<file path="config.mk">
export PLATFORM = sky130hd
export DESIGN_NAME = result_bus_arbiter
export DESIGN_NICKNAME = d
export VERILOG_FILES = /design/src/rtl/cpu_pkg.sv /design/src/rtl/rr_arbiter4.sv /design/src/rtl/result_bus_arbiter.sv
export SDC_FILE = /design/constraint.sdc
export NUM_CORES = 1
export LEC_CHECK = 0
export CAP_MARGIN = 20
export CELL_PAD_IN_SITES_DETAIL_PLACEMENT = 1
export CELL_PAD_IN_SITES_GLOBAL_PLACEMENT = 1
export CORE_ASPECT_RATIO = 0.9
export CORE_UTILIZATION = 25
export CTS_CLUSTER_DIAMETER = 120
export DETAILED_ROUTE_END_ITERATION = 8
export PLACE_DENSITY_LB_ADDON = 0.1
export SYNTH_ARGS = -nofsm -noshare
export SYNTH_HDL_FRONTEND = slang
export SYNTH_SLANG_ARGS = --single-unit
</file>
<file path="constraint.sdc">
create_clock -name clk -period 2.3 [get_ports clk]
set_input_delay 0.46 -clock clk [delete_from_list [all_inputs] [get_ports clk]]
set_output_delay 0.46 -clock clk [all_outputs]
set_load 0.02 [all_outputs]
</file>
<file path="src/rtl/cpu_pkg.sv">
// Shared CPU constants and types used by the result bus arbiter.
package cpu_pkg;

  localparam int unsigned DATA_W = 16;
  localparam int unsigned RD_W   = 3;
  localparam int unsigned NUM_FU = 4;

  typedef logic [1:0] fu_id_t;

  typedef enum logic {
    ST_EMPTY = 1'b0,
    ST_FULL  = 1'b1
  } wb_state_t;

  // Index of the set bit in a one-hot (or zero) grant vector.
  function automatic fu_id_t onehot_to_idx(input logic [NUM_FU-1:0] oh);
    fu_id_t idx;
    idx = '0;
    for (int unsigned k = 0; k < NUM_FU; k++) begin
      if (oh[k]) idx = fu_id_t'(k);
    end
    return idx;
  endfunction

endpackage

</file>
<file path="src/rtl/rr_arbiter4.sv">
// Four-way priority search starting at ptr and wrapping 3->0; one-hot grant.
module rr_arbiter4
  import cpu_pkg::*;
(
  input  logic [NUM_FU-1:0] req,
  input  fu_id_t            ptr,
  output logic [NUM_FU-1:0] gnt
);

  fu_id_t idx;
  logic   found;

  always_comb begin
    gnt   = '0;
    idx   = ptr;
    found = 1'b0;
    for (int unsigned k = 0; k < NUM_FU; k++) begin
      idx = ptr + fu_id_t'(k);
      if (!found && req[idx]) begin
        gnt[idx] = 1'b1;
        found    = 1'b1;
      end
    end
  end

endmodule

</file>
<file path="src/rtl/result_bus_arbiter.sv">
// Arbitrates four FU results onto one registered writeback bus.
// Define RR_FAIRNESS_EN for round-robin; otherwise fixed priority FU0 > FU3.
module result_bus_arbiter #(
  parameter int unsigned DATA_W = cpu_pkg::DATA_W,
  parameter int unsigned RD_W   = cpu_pkg::RD_W
) (
  input  logic                             clk,
  input  logic                             rst,
  input  logic [cpu_pkg::NUM_FU-1:0]        fu_valid,
  input  logic [cpu_pkg::NUM_FU*DATA_W-1:0] fu_data,
  input  logic [cpu_pkg::NUM_FU*RD_W-1:0]   fu_rd,
  output logic [cpu_pkg::NUM_FU-1:0]        fu_ready,
  output logic                             wb_valid,
  output logic [DATA_W-1:0]                wb_data,
  output logic [RD_W-1:0]                  wb_rd,
  output logic [1:0]                       wb_src,
  input  logic                             wb_ready
);

  import cpu_pkg::*;

  wb_state_t          state;
  wb_state_t          state_nxt;
  logic               slot_free;
  logic [NUM_FU-1:0]  req;
  logic [NUM_FU-1:0]  gnt;
  logic               handshake;
  fu_id_t             gnt_idx;
  fu_id_t             ptr;
  logic [DATA_W-1:0]  sel_data;
  logic [RD_W-1:0]    sel_rd;

  // Requests are masked while the slot is busy or reset is held.
  assign slot_free = (state == ST_EMPTY) || wb_ready;
  assign req       = fu_valid & {NUM_FU{slot_free && !rst}};
  assign fu_ready  = gnt;
  assign handshake = |gnt;
  assign gnt_idx   = onehot_to_idx(gnt);
  assign wb_valid  = (state == ST_FULL);

  rr_arbiter4 u_arb (
    .req (req),
    .ptr (ptr),
    .gnt (gnt)
  );

`ifdef RR_FAIRNESS_EN
  always_ff @(posedge clk or posedge rst) begin
    if (rst) begin
      ptr <= '0;
    end else if (handshake) begin
      ptr <= gnt_idx + fu_id_t'(1);
    end
  end
`else
  assign ptr = '0;
`endif

  // Payload of the granted FU; non-granted lanes contribute nothing.
  always_comb begin
    sel_data = '0;
    sel_rd   = '0;
    for (int unsigned k = 0; k < NUM_FU; k++) begin
      if (gnt[k]) begin
        sel_data = sel_data | fu_data[k*DATA_W +: DATA_W];
        sel_rd   = sel_rd   | fu_rd[k*RD_W +: RD_W];
      end
    end
  end

  always_ff @(posedge clk or posedge rst) begin
    if (rst) begin
      state <= ST_EMPTY;
    end else begin
      state <= state_nxt;
    end
  end

  always_comb begin
    state_nxt = state;
    case (state)
      ST_EMPTY: if (handshake) state_nxt = ST_FULL;
      ST_FULL:  if (wb_ready && !handshake) state_nxt = ST_EMPTY;
      default:  state_nxt = ST_EMPTY;
    endcase
  end

  always_ff @(posedge clk or posedge rst) begin
    if (rst) begin
      wb_data <= '0;
      wb_rd   <= '0;
      wb_src  <= '0;
    end else if (handshake) begin
      wb_data <= sel_data;
      wb_rd   <= sel_rd;
      wb_src  <= gnt_idx;
    end
  end

endmodule

</file>
Yosys cells after proc, flatten, opt, wreduce, memory -nomap -nowiden
Index checks and enable logic that the tools add are counted.
W data, S select, Z words.
Storage, ports and cells
  output and inout bits: 26
  logic and storage cells: 45
  input port bits: 83
  register bits after elaboration: 22
Cells by class
  reduce and logical (&&, ||, !) cells: 12
  bitwise logic cells: 8
  muxes and demuxes: 21
Operators by type and width (count)
  $mux W16: 4
  $or A16 B16 Y16: 3
  $mux W3: 5
  $or A3 B3 Y3: 3
  $mux W1: 7
  $mux W2: 3
  $logic_and A1 B1 Y1: 5
  $logic_not A1 Y1: 5
  $and A4 B4 Y4: 1
  $mux W4: 1
  $reduce_or A4 Y1: 1
  $pmux W1 S2: 1
  $logic_or A1 B1 Y1: 1
  $not A1 Y1: 1

Logic depth before layout (Yosys ltp)
  word-level depth: 21
  depth in mapped cells: 6

Hierarchy
Synthesis repeated with hierarchy kept, for this count alone.
Unflattened totals
  cell total of the unflattened synthesis: 161
  area total of the unflattened synthesis: 1575.3 sq um
By module, submodules not included
  result_bus_arbiter: times used 1, seq. area each 550.5 sq um, cells each 125, area an instance 1237.4 sq um
  rr_arbiter4: times used 1, seq. area each 0.0 sq um, cells each 36, area an instance 337.8 sq um

Worst setup path before layout
OpenSTA, ideal clock, no wires.
  kind: input to output
  start point: input rst
  end point: output fu_ready[1] (netlist name)
  arrival: 1.881 ns
  required time: 1.840 ns
  stages on the path: 4
  slack: -0.041 ns
  cell sequence: inv_1 -> nand2_1 -> clkbuf_1 -> nor3_1
On the way
  cells in the longest elaborated chain, start to end: 9
RTL lines
  start: declaration: RTL line result_bus_arbiter.sv:8  | input logic rst,
  $logic_not A1 Y1 (no line) *
  $logic_and A1 B1 Y1 *: RTL line result_bus_arbiter.sv:35  | assign req = fu_valid & {NUM_FU{slot_free && !rst}};
  $and A4 B4 Y4 *: RTL line result_bus_arbiter.sv:35
  $mux W1: RTL line rr_arbiter4.sv:19  | if (!found && req[idx]) begin
  $logic_not A1 Y1: RTL line rr_arbiter4.sv:19
  $logic_and A1 B1 Y1 *: RTL line rr_arbiter4.sv:19
  $mux W2 *: RTL line rr_arbiter4.sv:19
  $mux W3 *: RTL line rr_arbiter4.sv:19
  $mux W4 *: RTL line rr_arbiter4.sv:19
  end: declaration: RTL line result_bus_arbiter.sv:12  | output logic [cpu_pkg::NUM_FU-1:0] fu_ready,
Every way passes the cells marked *; elsewhere a longest branch is shown, timed or not.

Worst setup path after layout
  start point: input fu_valid[1] (netlist name)
  end point: output fu_ready[2] (netlist name)
On the way
  cells in the longest elaborated chain, start to end: 7
RTL lines
  start: declaration: RTL line result_bus_arbiter.sv:9  | input logic [cpu_pkg::NUM_FU-1:0] fu_valid,
  $and A4 B4 Y4: RTL line result_bus_arbiter.sv:35
  $logic_and A1 B1 Y1: RTL line rr_arbiter4.sv:19
  $mux W1: RTL line rr_arbiter4.sv:19
  $logic_not A1 Y1: RTL line rr_arbiter4.sv:19
  $logic_and A1 B1 Y1: RTL line rr_arbiter4.sv:19
  $mux W3: RTL line rr_arbiter4.sv:19
  $mux W4: RTL line rr_arbiter4.sv:19
No other way between the ends.

==> results_dict.tcl <==
set metrics [dict create \
    status "finished, final reports clean" \
    die_w_um 86.3 \
    wl_mm 5.89 \
    post-dp-hpwl_mm 4.47 \
    hold_viol_final 0 \
    r2r_cells 4 \
    synth_cell_types 28 \
    tns_ns 0 \
    drt_iter0_drc 62 \
    insertion_delay_ns 0.26 \
    overflow 0 \
    final_cell_area_mm2 0.00292 \
    ctsLongestPathBuffers 2 \
    slew_violations 0 \
    min_path_type "flip-flop to flip-flop" \
    final_antenna_net_count 0 \
    required_ns 1.84 \
    yosysSeqAreaShare_pct 34.4 \
    reg2reg_to "wb_rd[2]$_DFFE_PP0P_" \
    cts_tree "yes" \
    viasPerCell 4.76 \
    hp-start "wb_data[11]$_DFFE_PP0P_" \
    ir_drop_uv 251 \
    syn_inst 176 \
    grt_max_degree 24 \
    fin_nets 375 \
    drt_drc_violations_left 0 \
    rrSetupSlack_ns 0.90 \
    final.fill_count 727 \
    max_slew_margin_pct 71.7 \
    start_kind "input pin" \
    dp.cells 374 \
    cellLeakagePower_nw 1.16 \
    timing.fmax_ghz 0.450 \
    min_to "wb_data[11]$_DFFE_PP0P_" \
    tightest_slew_ns 0.421 \
    ios 109 \
    core_area_mm2 0.00615 \
    final_layout_size_suffix_gt1_share_pct 16.5 \
    layout.cells.non_filler 378 \
    area_growth_pct 82.4 \
    ys_seq_elements 22 \
    route.met2.wl_mm 2.73 \
    worstReg2RegStart "wb_valid$_DFF_PP0_" \
    n_antenna_cell 0 \
    clockRootBuffer "clkbuf_8" \
    worst-path-max-fanout 3 \
    hold_path_depth 1 \
    dieArea_mm2 0.00672 \
    layout_setup_ws_ns 0.0776 \
    port_buffers 108 \
    grtUsageTotal_pct 18.8 \
    vias 1800 \
    synth_area_mm2 0.00160 \
    crit_type "input pin to primary output" \
    final_min_period_over_clock_period_pct 96.6 \
    rows 27 \
    ctsHtreeMaxLevel 1 \
    firstDrtPassIters 4 \
    numCtsBuffers 3 \
    die_h_um 77.9 \
    setup_viol_count_final 0 \
    wl_met1_mm 2.76 \
    cp-end-kind "primary output" \
    start_util_pct 26.0 \
    dp_slack_ns -0.303 \
    yosysWarnings 0 \
    globalplace.congestion 0.761 \
    post-route-util_pct 47.4 \
    syn_area_per_cell_um2 9.09 \
    arrival_ns 1.76 \
    wl_per_cell_um 15.6 \
    cts.clk_slew.worst_paths_ns 0.08 \
    place_area_mm2 0.00286 \
    cts_hold_buf 0 \
    cap_violations 0 \
    hold_ws_ns 0.503 \
    rsz0062_at_grt "no" \
    p_per_area_mw_per_mm2 485 \
    fin_worst_skew_ns 0.00167 \
    antenna_found_initial 0 \
    grt_pass1_vias 1883 \
    routed-wl-met3_um 371 \
    power_mw 1.41 \
    clock-sinks 22 \
    grt_first_pass_wirelength_mm 9.78 \
    syn_nets 259 \
    highest_layer "met4" \
    fin_crit_ns 2.22 \
]
-- worst max-delay path by stage --
stage / from / to / slack [ns] / depth (start not counted)
after floorplan: fu_valid[1] / fu_ready[3] / 0.12 / 5
after global placement: fu_valid[1] / fu_ready[3] / -0.31 / 4
after detailed placement: fu_valid[1] / fu_ready[3] / -0.30 / 4
after CTS: fu_valid[1] / wb_rd[2]$_DFFE_PP0P_ / 0.002 / 7
after global routing: fu_valid[1] / fu_ready[2] / 0.01 / 5
final: fu_valid[1] / fu_ready[2] / 0.08 / 5
-- what timing repair did --
item                       4_1_cts  5_1_grt
setup endpoints to repair        4       17
gates cloned                     0        0
resized for setup                7        3
buffers inserted                 0        0
-- cell families (layout without fill, tap and decap cells) --
group / count (synthesis) / count (layout) / share of synthesized area [%]
and+or+nand+nor: 88 / 88 / 29.4
buffers and inverters: 20 / 135 / 6.57
AOI/OAI and AO/OA: 46 / 46 / 29.6
DFF: 22 / 22 / 34.4
-- registers in the layout (all words and copies together) (netlist names) --
| name | count |
|---|---|
| wb_valid | 1 |
| wb_data | 16 |
| wb_src | 2 |
| wb_rd | 3 |
-- critical path, stage by stage --
cell and delay, ns:
clkdlybuf4s50_1 0.46, buf_4 0.17, nor3b_2 0.20, and3_1 0.17, clkdlybuf4s15_1 0.29
-- Yosys cell counts, drive strengths merged --
cell type,count,area (um2)
nand2,37,139
dfrtp,22,551
o32a,19,200
and2,17,106
o221ai,17,205
nor2b,11,68.8
buf,9,62.6
and2b,8,60.1
clkbuf,8,31.3
a21oi,4,20.0
nor3,4,20.0
inv,3,11.3
a211oi,2,15.0
and3,2,12.5
nand3b,2,15.0
nor2,2,7.51
o21a,2,15.0
o22a,2,17.5
nand2b,1,6.26
nand3,1,5.00
nor3b,1,12.5
or2,1,6.26
or3,1,11.3
-- report_power, final --
part / internal (mW) / total (mW) / switching, mW
registers: 0.454 / 0.493 / 0.0388
logic: 0.367 / 0.635 / 0.268
clock network: 0.153 / 0.286 / 0.133
total: 0.974 / 1.41 / 0.440
-- layout make-up --
| cell class | count | area, um2 | share of cell area, % |
|---|---|---|---|
| Tap cell | 87 | 109 | 3.73 |
| Timing Repair Buffer | 128 | 1230 | 42.2 |
| Inverter | 3 | 15.0 | 0.515 |
| Sequential cell | 22 | 551 | 18.9 |
| Clock buffer | 4 | 55.1 | 1.89 |
| Multi-Input combinational cell | 134 | 956 | 32.8 |
-- per-layer routing --
layer  up-vias  global-route usage, %
met5         -                      0
met4         0                   3.00
met3         2                   5.00
met2        55                   31.0
met1       869                   25.1
li1        874                      -
-- cells in the final DEF (no fill, tap or decap) --
master and n:
clkdlybuf4s50_1 103, nand2_1 37, dfrtp_1 22, buf_4 19, and2_1 17, nor2b_1 11
o32a_1 11, o221ai_2 9, and2b_1 8, o32a_2 8, o221ai_1 8, nor3_1 4
a21oi_1 4, clkbuf_8 4, inv_1 2, o21a_1 2, nand3b_1 2, o22a_1 2
and3_1 2, nor2_1 2, buf_2 2, dlygate4sd2_1 2, clkinvlp_4 1, nand2b_1 1
nand3_1 1, a211oi_4 1, or3_4 1, nor3b_2 1, a211oi_1 1, or2_2 1
clkdlybuf4s15_1 1, buf_12 1
(Power assumes the default switching activity.)
